===== config.mk =====
export PLATFORM = sky130hd
export DESIGN_NAME = load_store_buffer
export DESIGN_NICKNAME = d
export VERILOG_FILES = /design/src/rtl/lsb_pkg.sv /design/src/rtl/lsb_entry.sv /design/src/rtl/load_store_buffer.sv
export SDC_FILE = /design/constraint.sdc
export NUM_CORES = 1
export LEC_CHECK = 0
export CELL_PAD_IN_SITES_DETAIL_PLACEMENT = 1
export CELL_PAD_IN_SITES_GLOBAL_PLACEMENT = 1
export CORE_UTILIZATION = 43
export CTS_CLUSTER_SIZE = 8
export DETAILED_ROUTE_END_ITERATION = 10
export PLACE_DENSITY = 0.83
export SLEW_MARGIN = 20
export SYNTH_ARGS = -nofsm -noshare
export SYNTH_HDL_FRONTEND = slang
export SYNTH_HIERARCHICAL = 1
export SYNTH_SLANG_ARGS = --single-unit

===== constraint.sdc =====
create_clock -name clk -period 3.98 [get_ports clk]
set_input_delay 0.796 -clock clk [delete_from_list [all_inputs] [get_ports clk]]
set_output_delay 0.796 -clock clk [all_outputs]
set_load 0.05 [all_outputs]

===== src/rtl/lsb_pkg.sv =====
// Shared types and constants for the two-load / two-store reservation buffer.
package lsb_pkg;

  localparam int TAG_W = 4;

  typedef logic [TAG_W-1:0] tag_t;

  localparam tag_t TAG_NONE  = '0;
  localparam tag_t LOAD1_TAG = 4'd9;
  localparam tag_t LOAD2_TAG = 4'd10;

  typedef struct packed {
    logic        busy;
    tag_t        qbase;
    logic [31:0] vbase;
    logic [31:0] imm;
    tag_t        qdata;
    logic [31:0] vdata;
  } lsb_entry_t;

  // True when the CDB is delivering the value an operand is waiting for.
  function automatic logic cdb_hit(input logic cdb_valid, input tag_t cdb_tag, input tag_t q);
    return cdb_valid && (q != TAG_NONE) && (q == cdb_tag);
  endfunction

endpackage


===== src/rtl/lsb_entry.sv =====
// One reservation entry: allocation, CDB operand capture and effective-address add.
// Load entries (IS_STORE = 0) keep their data operand permanently resolved.
module lsb_entry
  import lsb_pkg::*;
#(
  parameter bit IS_STORE = 1'b0
) (
  input  logic              clk,
  input  logic              rst_n,
  input  logic              alloc,
  input  logic              retire,
  input  logic [TAG_W-1:0]  alloc_qbase,
  input  logic [31:0]       alloc_vbase,
  input  logic [31:0]       alloc_imm,
  input  logic [TAG_W-1:0]  alloc_qdata,
  input  logic [31:0]       alloc_vdata,
  input  logic              cdb_valid,
  input  logic [TAG_W-1:0]  cdb_tag,
  input  logic [31:0]       cdb_data,
  output logic              busy,
  output logic              base_rdy,
  output logic              data_rdy,
  output logic [31:0]       addr,
  output logic [31:0]       data
);

  lsb_entry_t ent_q, ent_d;

  always_comb begin
    ent_d = ent_q;
    if (ent_q.busy) begin
      if (cdb_hit(cdb_valid, cdb_tag, ent_q.qbase)) begin
        ent_d.qbase = TAG_NONE;
        ent_d.vbase = cdb_data;
      end
      if (cdb_hit(cdb_valid, cdb_tag, ent_q.qdata)) begin
        ent_d.qdata = TAG_NONE;
        ent_d.vdata = cdb_data;
      end
      if (retire) begin
        ent_d.busy = 1'b0;
      end
    end else if (alloc) begin
      // A producer broadcasting in the issue cycle would otherwise be missed.
      ent_d.busy  = 1'b1;
      ent_d.imm   = alloc_imm;
      ent_d.qbase = cdb_hit(cdb_valid, cdb_tag, alloc_qbase) ? TAG_NONE : alloc_qbase;
      ent_d.vbase = cdb_hit(cdb_valid, cdb_tag, alloc_qbase) ? cdb_data : alloc_vbase;
      ent_d.qdata = cdb_hit(cdb_valid, cdb_tag, alloc_qdata) ? TAG_NONE : alloc_qdata;
      ent_d.vdata = cdb_hit(cdb_valid, cdb_tag, alloc_qdata) ? cdb_data : alloc_vdata;
    end
    if (!IS_STORE) begin
      ent_d.qdata = TAG_NONE;
      ent_d.vdata = '0;
    end
  end

  always_ff @(posedge clk or negedge rst_n) begin
    if (!rst_n) begin
      ent_q <= '0;
    end else begin
      ent_q <= ent_d;
    end
  end

  assign busy     = ent_q.busy;
  assign base_rdy = (ent_q.qbase == TAG_NONE);
  assign data_rdy = (ent_q.qdata == TAG_NONE);
  assign addr     = ent_q.vbase + ent_q.imm;
  assign data     = ent_q.vdata;

endmodule


===== src/rtl/load_store_buffer.sv =====
// Two-load / two-store reservation buffer feeding the address unit.
// Optional LSB_MEM_ORDER_EN: loads are held until every store older than them has retired.
module load_store_buffer
  import lsb_pkg::*;
#(
  parameter logic [TAG_W-1:0] LOAD1_TAG_P = lsb_pkg::LOAD1_TAG,
  parameter logic [TAG_W-1:0] LOAD2_TAG_P = lsb_pkg::LOAD2_TAG
) (
  input  logic              clk,
  input  logic              rst_n,
  input  logic              issue_valid,
  input  logic              issue_is_store,
  input  logic [TAG_W-1:0]  issue_base_tag,
  input  logic [31:0]       issue_base_val,
  input  logic [TAG_W-1:0]  issue_data_tag,
  input  logic [31:0]       issue_data_val,
  input  logic [31:0]       issue_imm,
  output logic              issue_ready,
  output logic [TAG_W-1:0]  issue_tag,
  input  logic              cdb_valid,
  input  logic [TAG_W-1:0]  cdb_tag,
  input  logic [31:0]       cdb_data,
  output logic              load1_valid,
  output logic              load2_valid,
  output logic [TAG_W-1:0]  load1_tag,
  output logic [TAG_W-1:0]  load2_tag,
  output logic [31:0]       load1_addr,
  output logic [31:0]       load2_addr,
  output logic              store1_valid,
  output logic              store2_valid,
  output logic [31:0]       store1_addr,
  output logic [31:0]       store2_addr,
  output logic [31:0]       store1_data,
  output logic [31:0]       store2_data
);

  // Entry index: 0 = L1, 1 = L2, 2 = S1, 3 = S2.
  logic [3:0]  busy, base_rdy, data_rdy, alloc, retire, resolved;
  logic [31:0] addr_w [4];
  logic [31:0] data_w [4];
  logic [1:0]  ld_valid, st_valid;
  logic        accept;

  for (genvar gi = 0; gi < 4; gi++) begin : g_entry
    lsb_entry #(.IS_STORE(gi >= 2)) u_entry (
      .clk         (clk),
      .rst_n       (rst_n),
      .alloc       (alloc[gi]),
      .retire      (retire[gi]),
      .alloc_qbase (issue_base_tag),
      .alloc_vbase (issue_base_val),
      .alloc_imm   (issue_imm),
      .alloc_qdata (issue_data_tag),
      .alloc_vdata (issue_data_val),
      .cdb_valid   (cdb_valid),
      .cdb_tag     (cdb_tag),
      .cdb_data    (cdb_data),
      .busy        (busy[gi]),
      .base_rdy    (base_rdy[gi]),
      .data_rdy    (data_rdy[gi]),
      .addr        (addr_w[gi]),
      .data        (data_w[gi])
    );
    assign resolved[gi] = busy[gi] && base_rdy[gi] && data_rdy[gi];
  end

  always_comb begin
    issue_ready = issue_is_store ? (!busy[2] || !busy[3]) : (!busy[0] || !busy[1]);
    accept      = issue_valid && issue_ready;
    alloc       = '0;
    issue_tag   = TAG_NONE;
    if (accept) begin
      if (issue_is_store) begin
        alloc[2] = !busy[2];
        alloc[3] = busy[2];
      end else begin
        alloc[0]  = !busy[0];
        alloc[1]  = busy[0];
        issue_tag = busy[0] ? LOAD2_TAG_P : LOAD1_TAG_P;
      end
    end
  end

`ifdef LSB_MEM_ORDER_EN
  logic [1:0] older_q [2];
  logic [1:0] older_d [2];

  always_comb begin
    for (int i = 0; i < 2; i++) begin
      older_d[i] = older_q[i] & ~retire[3:2];
      if (alloc[i]) begin
        older_d[i] = busy[3:2] & ~retire[3:2];
      end
    end
  end

  always_ff @(posedge clk or negedge rst_n) begin
    if (!rst_n) begin
      older_q[0] <= '0;
      older_q[1] <= '0;
    end else begin
      older_q[0] <= older_d[0];
      older_q[1] <= older_d[1];
    end
  end

  assign ld_valid[0] = resolved[0] && (older_q[0] == 2'b00);
  assign ld_valid[1] = resolved[1] && (older_q[1] == 2'b00);
`else
  assign ld_valid = resolved[1:0];
`endif

  assign st_valid = resolved[3:2];

  // Store retirement follows the address unit's grant order: loads, then S1, then S2.
  always_comb begin
    retire[0] = cdb_valid && (cdb_tag == LOAD1_TAG_P) && busy[0];
    retire[1] = cdb_valid && (cdb_tag == LOAD2_TAG_P) && busy[1];
    retire[2] = st_valid[0] && (ld_valid == 2'b00);
    retire[3] = st_valid[1] && !st_valid[0] && (ld_valid == 2'b00);
  end

  assign load1_valid  = ld_valid[0];
  assign load2_valid  = ld_valid[1];
  assign load1_tag    = LOAD1_TAG_P;
  assign load2_tag    = LOAD2_TAG_P;
  assign load1_addr   = addr_w[0];
  assign load2_addr   = addr_w[1];
  assign store1_valid = st_valid[0];
  assign store2_valid = st_valid[1];
  assign store1_addr  = addr_w[2];
  assign store2_addr  = addr_w[3];
  assign store1_data  = data_w[2];
  assign store2_data  = data_w[3];

endmodule

Yosys cells after proc, flatten, opt, wreduce, memory -nomap -nowiden
Index checks and enable logic that the tools add are counted.
Word-level totals
  register bits after elaboration: 348
  input bits: 145
  output and inout port bits: 209
  word-level logic and storage cells: 141
Operators by class
  add/sub/neg operators: 4
  eq/ne operators: 16
  muxes and demuxes: 31
  bitwise gates (word level): 4
  reductions and logical operators: 66
Operator list (count)
  105-bit two-way mux: 4
  36-bit two-way mux: 8
  37-bit two-way mux: 4
  32-bit adder: 4
  32-bit two-way mux: 2
  4-bit equality test: 8
  4-bit nonzero test: 8
  1-bit logical AND: 30
  4-bit zero test: 6
  4-bit two-way mux: 5
  2-bit AND reduction: 10
  2-bit inequality test (second input constant): 6
  4-bit equality test (second input constant): 2
  2-bit nonzero test: 4
  2-bit two-way mux: 3
  1-bit zero test: 5
  1-bit two-way mux: 5
  1-bit NOT: 4
  2-bit zero test: 1
  1-bit logical OR: 2

Logic depth before layout (Yosys ltp)
  word-level depth: 8
  depth in mapped cells: 9
  mapped depth without buffers: 9

Hierarchy
Netlist, hierarchy kept.
By module, submodules not included
  lsb_entry at g_entry[2].u_entry: instances 1, cells each 841, area each 7148.1 um^2, sequential area each 2627.5 um^2
  lsb_entry at g_entry[3].u_entry: instances 1, cells each 841, area each 7113.1 um^2, sequential area each 2627.5 um^2
  lsb_entry at g_entry[0].u_entry: instances 1, cells each 580, area each 5435.2 um^2, sequential area each 1726.7 um^2
  lsb_entry at g_entry[1].u_entry: instances 1, cells each 562, area each 5222.5 um^2, sequential area each 1726.7 um^2
  load_store_buffer: instances 1, cells each 33, area each 249.0 um^2, sequential area each 0.0 um^2

Worst setup path before layout
No wires, ideal clock.
  path type: register to output
  start point: register g_entry[0].u_entry/ent_q[36] in the netlist's numbering
  end point: output port load1_addr[26]
  arrival: 3067 ps
  data required time: 3184 ps
  path slack: 117 ps
  stages on the path, launching flop included: 9
  buffers on the path: 0
  cell sequence: dfrtp_1 ha_1 fa_1 a21o_1 a221oi_2 nor3_1 nor3_2 nor3_1 nor3_1
Between the ends
  cells in the longest elaborated chain, start to end: 1
RTL lines
  start, declared: line lsb_entry.sv:27  | lsb_entry_t ent_q, ent_d;
  start signal, assigned: line lsb_entry.sv:62  | ent_q <= ent_d;
  32-bit adder: line lsb_entry.sv:69  | assign addr = ent_q.vbase + ent_q.imm;
  end, declared: line load_store_buffer.sv:27  | output logic [31:0] load1_addr,
Every way passes these cells.

Final worst setup path
  start point: register g_entry[1].u_entry/ent_q[36] in the netlist's numbering
  end point: output port load2_addr[30]
Between the ends
  cells in the longest elaborated chain, start to end: 1
RTL lines
  start, declared: line lsb_entry.sv:27
  start signal, assigned: line lsb_entry.sv:62
  32-bit adder: line lsb_entry.sv:69
  end, declared: line load_store_buffer.sv:28  | output logic [31:0] load2_addr,
Every way passes these cells.

==> flow_summary.json <==
{
  "grt_first_pass_wirelength_um": 163000,
  "final_antenna_net_count": 0,
  "fin_nets": 3364,
  "worst_skew_pair.late_latency_ns": 0.60,
  "ioPinCount": 354,
  "finClkSkew_ns": 0.0272,
  "fin_util_pct": 57.6,
  "via_count": 25276,
  "cts_buffers": 49,
  "cpPeakStageDelay_ns": 0.38,
  "layout.cells.most_common": "sky130_fd_sc_hd__nand2_1",
  "critPathSlowestCell": "sky130_fd_sc_hd__dfrtp_1",
  "first_pass_iters": 7,
  "cts-root-to-sink-buffers": 3,
  "worst_ep_arrival_time_ns": 3.36,
  "setup_viol_count_final": 14,
  "global_route.overflow_total": 0,
  "setup.worst_path.end_class": "output port",
  "clock_sink_count": 348,
  "timing.fmax_mhz": 241,
  "report.final.hold_viol_count": 0,
  "finalWirelength_um": 109000,
  "htree_levels": 2,
  "drv.max_cap_violation_count": 0,
  "required_ns": 3.18,
  "detail_route.drc_violations": 0,
  "timing.final.max_slew_violations": 0,
  "clk_pin_slew_worst_paths_ns": 0.05,
  "ys.warnings.count": 6,
  "critical_path_class": "reg2out",
  "unrepaired_setup_endpoints_after_global_routing": "true",
  "placement_rows": 87,
  "status": "finished with violations",
  "cts_root_buf": "sky130_fd_sc_hd__clkbuf_16",
  "die_y_um": 242,
  "initial_utilization_pct": 43.7,
  "postSynthCellCount": 2791,
  "critical_path_cell_by_cell": "ha_2 > fa_2 > a21o_1 > a31o_1 > a21oi_4 > buf_12 > a21oi_4 > a211o_4 > a41oi_4 > xnor2_2 > buf_12",
  "violated_checks": "setup timing",
  "routed_length_per_placed_instance_um": 28.4,
  "die_area_um2": 58400,
  "fin_crit_sh_pct": 104,
  "io_buffers": 344,
  "grtUsageTotal_pct": 36.0,
  "floorplan.core_area_um2": 56500,
  "layout_common_cells": "358 x sky130_fd_sc_hd__nand2_1, 341 x sky130_fd_sc_hd__dfrtp_1, 336 x sky130_fd_sc_hd__nor2_1, 238 x sky130_fd_sc_hd__clkdlybuf4s50_1, 208 x sky130_fd_sc_hd__a22o_1",
  "viasPerCell": 6.55,
  "grt_max_degree": 118,
  "layout_cell_share_with_drive_strength_beyond_1_pct": 19.8,
  "postSynthAreaPerCell_um2": 8.84,
  "num-fill-cells": 6188,
  "antenna_found_initial": 9,
  "hold_class": "in2async",
  "tritoncts": "yes",
  "fp.dieW_um": 242,
  "hpwlAfterDp_um": 76300,
  "post_synth_instance_area_um2": 24700,
  "final_weighted_congestion_in_routability_driven_placement": 0.983,
  "postCtsHoldBufs": 0,
  "worst_setup_slack_final_ns": -0.172,
  "drtIter0Drc": 2055,
  "critPathMaxFanout": 4,
  "syn2layout_area_growth_pct": 31.9,
  "number_of_global_route_vias_before_repair": 26401,
  "critical_path.startpoint_type": "flip-flop",
  "relSlewSlack_pct": 19.7,
  "max_slew.worst_pin.slew_ns": 1.20,
  "minimum_period_implied_by_the_final_worst_setup_slack_ns": 4.15
}
==> per-stage QoR <==
stage / setup TNS (ns) / instance area, µm² / hold WS, ns / setup slack (ns) / cells
2_1_floorplan: 0 / 24700 / 0.452 / 0.117 / 2798
3_3_place_gp: 0 / 29300 / 0.465 / 0.161 / 3734
3_5_place_dp: 0 / 29300 / 0.471 / 0.139 / 3734
4_1_cts: -0.627 / 31600 / 0.375 / -0.164 / 3818
5_1_grt: -2.35 / 32500 / 0.370 / -0.224 / 3853
6_report: -0.976 / 32500 / 0.214 / -0.172 / 3858
==> cell type report <==
class / instances / area (µm²) / area share, %
inverter: 39 / 146 / 0.450
tap: 756 / 946 / 2.91
clock buffer: 54 / 1280 / 3.92
clock inverter: 1 / 16.3 / 0.0500
multi-input combinational: 2157 / 16000 / 49.2
timing repair buffer: 496 / 5420 / 16.6
sequential: 348 / 8720 / 26.8
antenna: 7 / 17.5 / 0.0538
==> per-layer routing <==
layer / vias up / global-route usage, % / wire length (µm)
met4: 6 / 17.1 / 5300
met3: 323 / 7.01 / 9550
met1: 12893 / 44.9 / 42300
met2: 1294 / 59.6 / 52300
met5: - / 0 / 39
li1: 10760 / - / -
==> worst paths after layout <==
check	cells past startpoint	start	slack, ns	endpoint
max	11	g_entry[1].u_entry/ent_q[36]	-0.17	load2_addr[30]
min	1	rst_n	0.21	g_entry[3].u_entry/data[26]
max reg2reg	6	g_entry[2].u_entry/busy	0.91	g_entry[2].u_entry/ent_q[72]
min reg2reg	2	g_entry[3].u_entry/ent_q[60]	0.48	g_entry[3].u_entry/ent_q[60]
max in group asynchronous	2	rst_n	2.57	g_entry[1].u_entry/ent_q[37]
min in group clk	2	g_entry[3].u_entry/ent_q[60]	0.48	g_entry[3].u_entry/ent_q[60]
==> registers in the layout, summed over array words and instances (netlist names) <==
name	cells
g_entry.u_entry/data	64
g_entry.u_entry/busy	4
g_entry.u_entry/ent_q	280
==> critical path, delay by kind of cell, from the launching register on <==
kind,cells,cell delay [ns]
flip-flops,1,0.38
buffers and inverters,2,0.32
AO/OA/AOI/OAI,6,1.28
adder cells (fa/ha/maj),2,0.58
XOR/XNOR,1,0.18
==> what timing repair did <==
action | 4_1_cts | 5_1_grt
gates cloned | 0 | 0
pin swaps | 58 | 64
endpoints found under the setup margin | 75 | 53
resized for setup | 159 | 121
setup buffers | 29 | 33
Power is not shown: default switching activity piles up to over one toggle a cycle in this logic, so the estimate is an artifact.
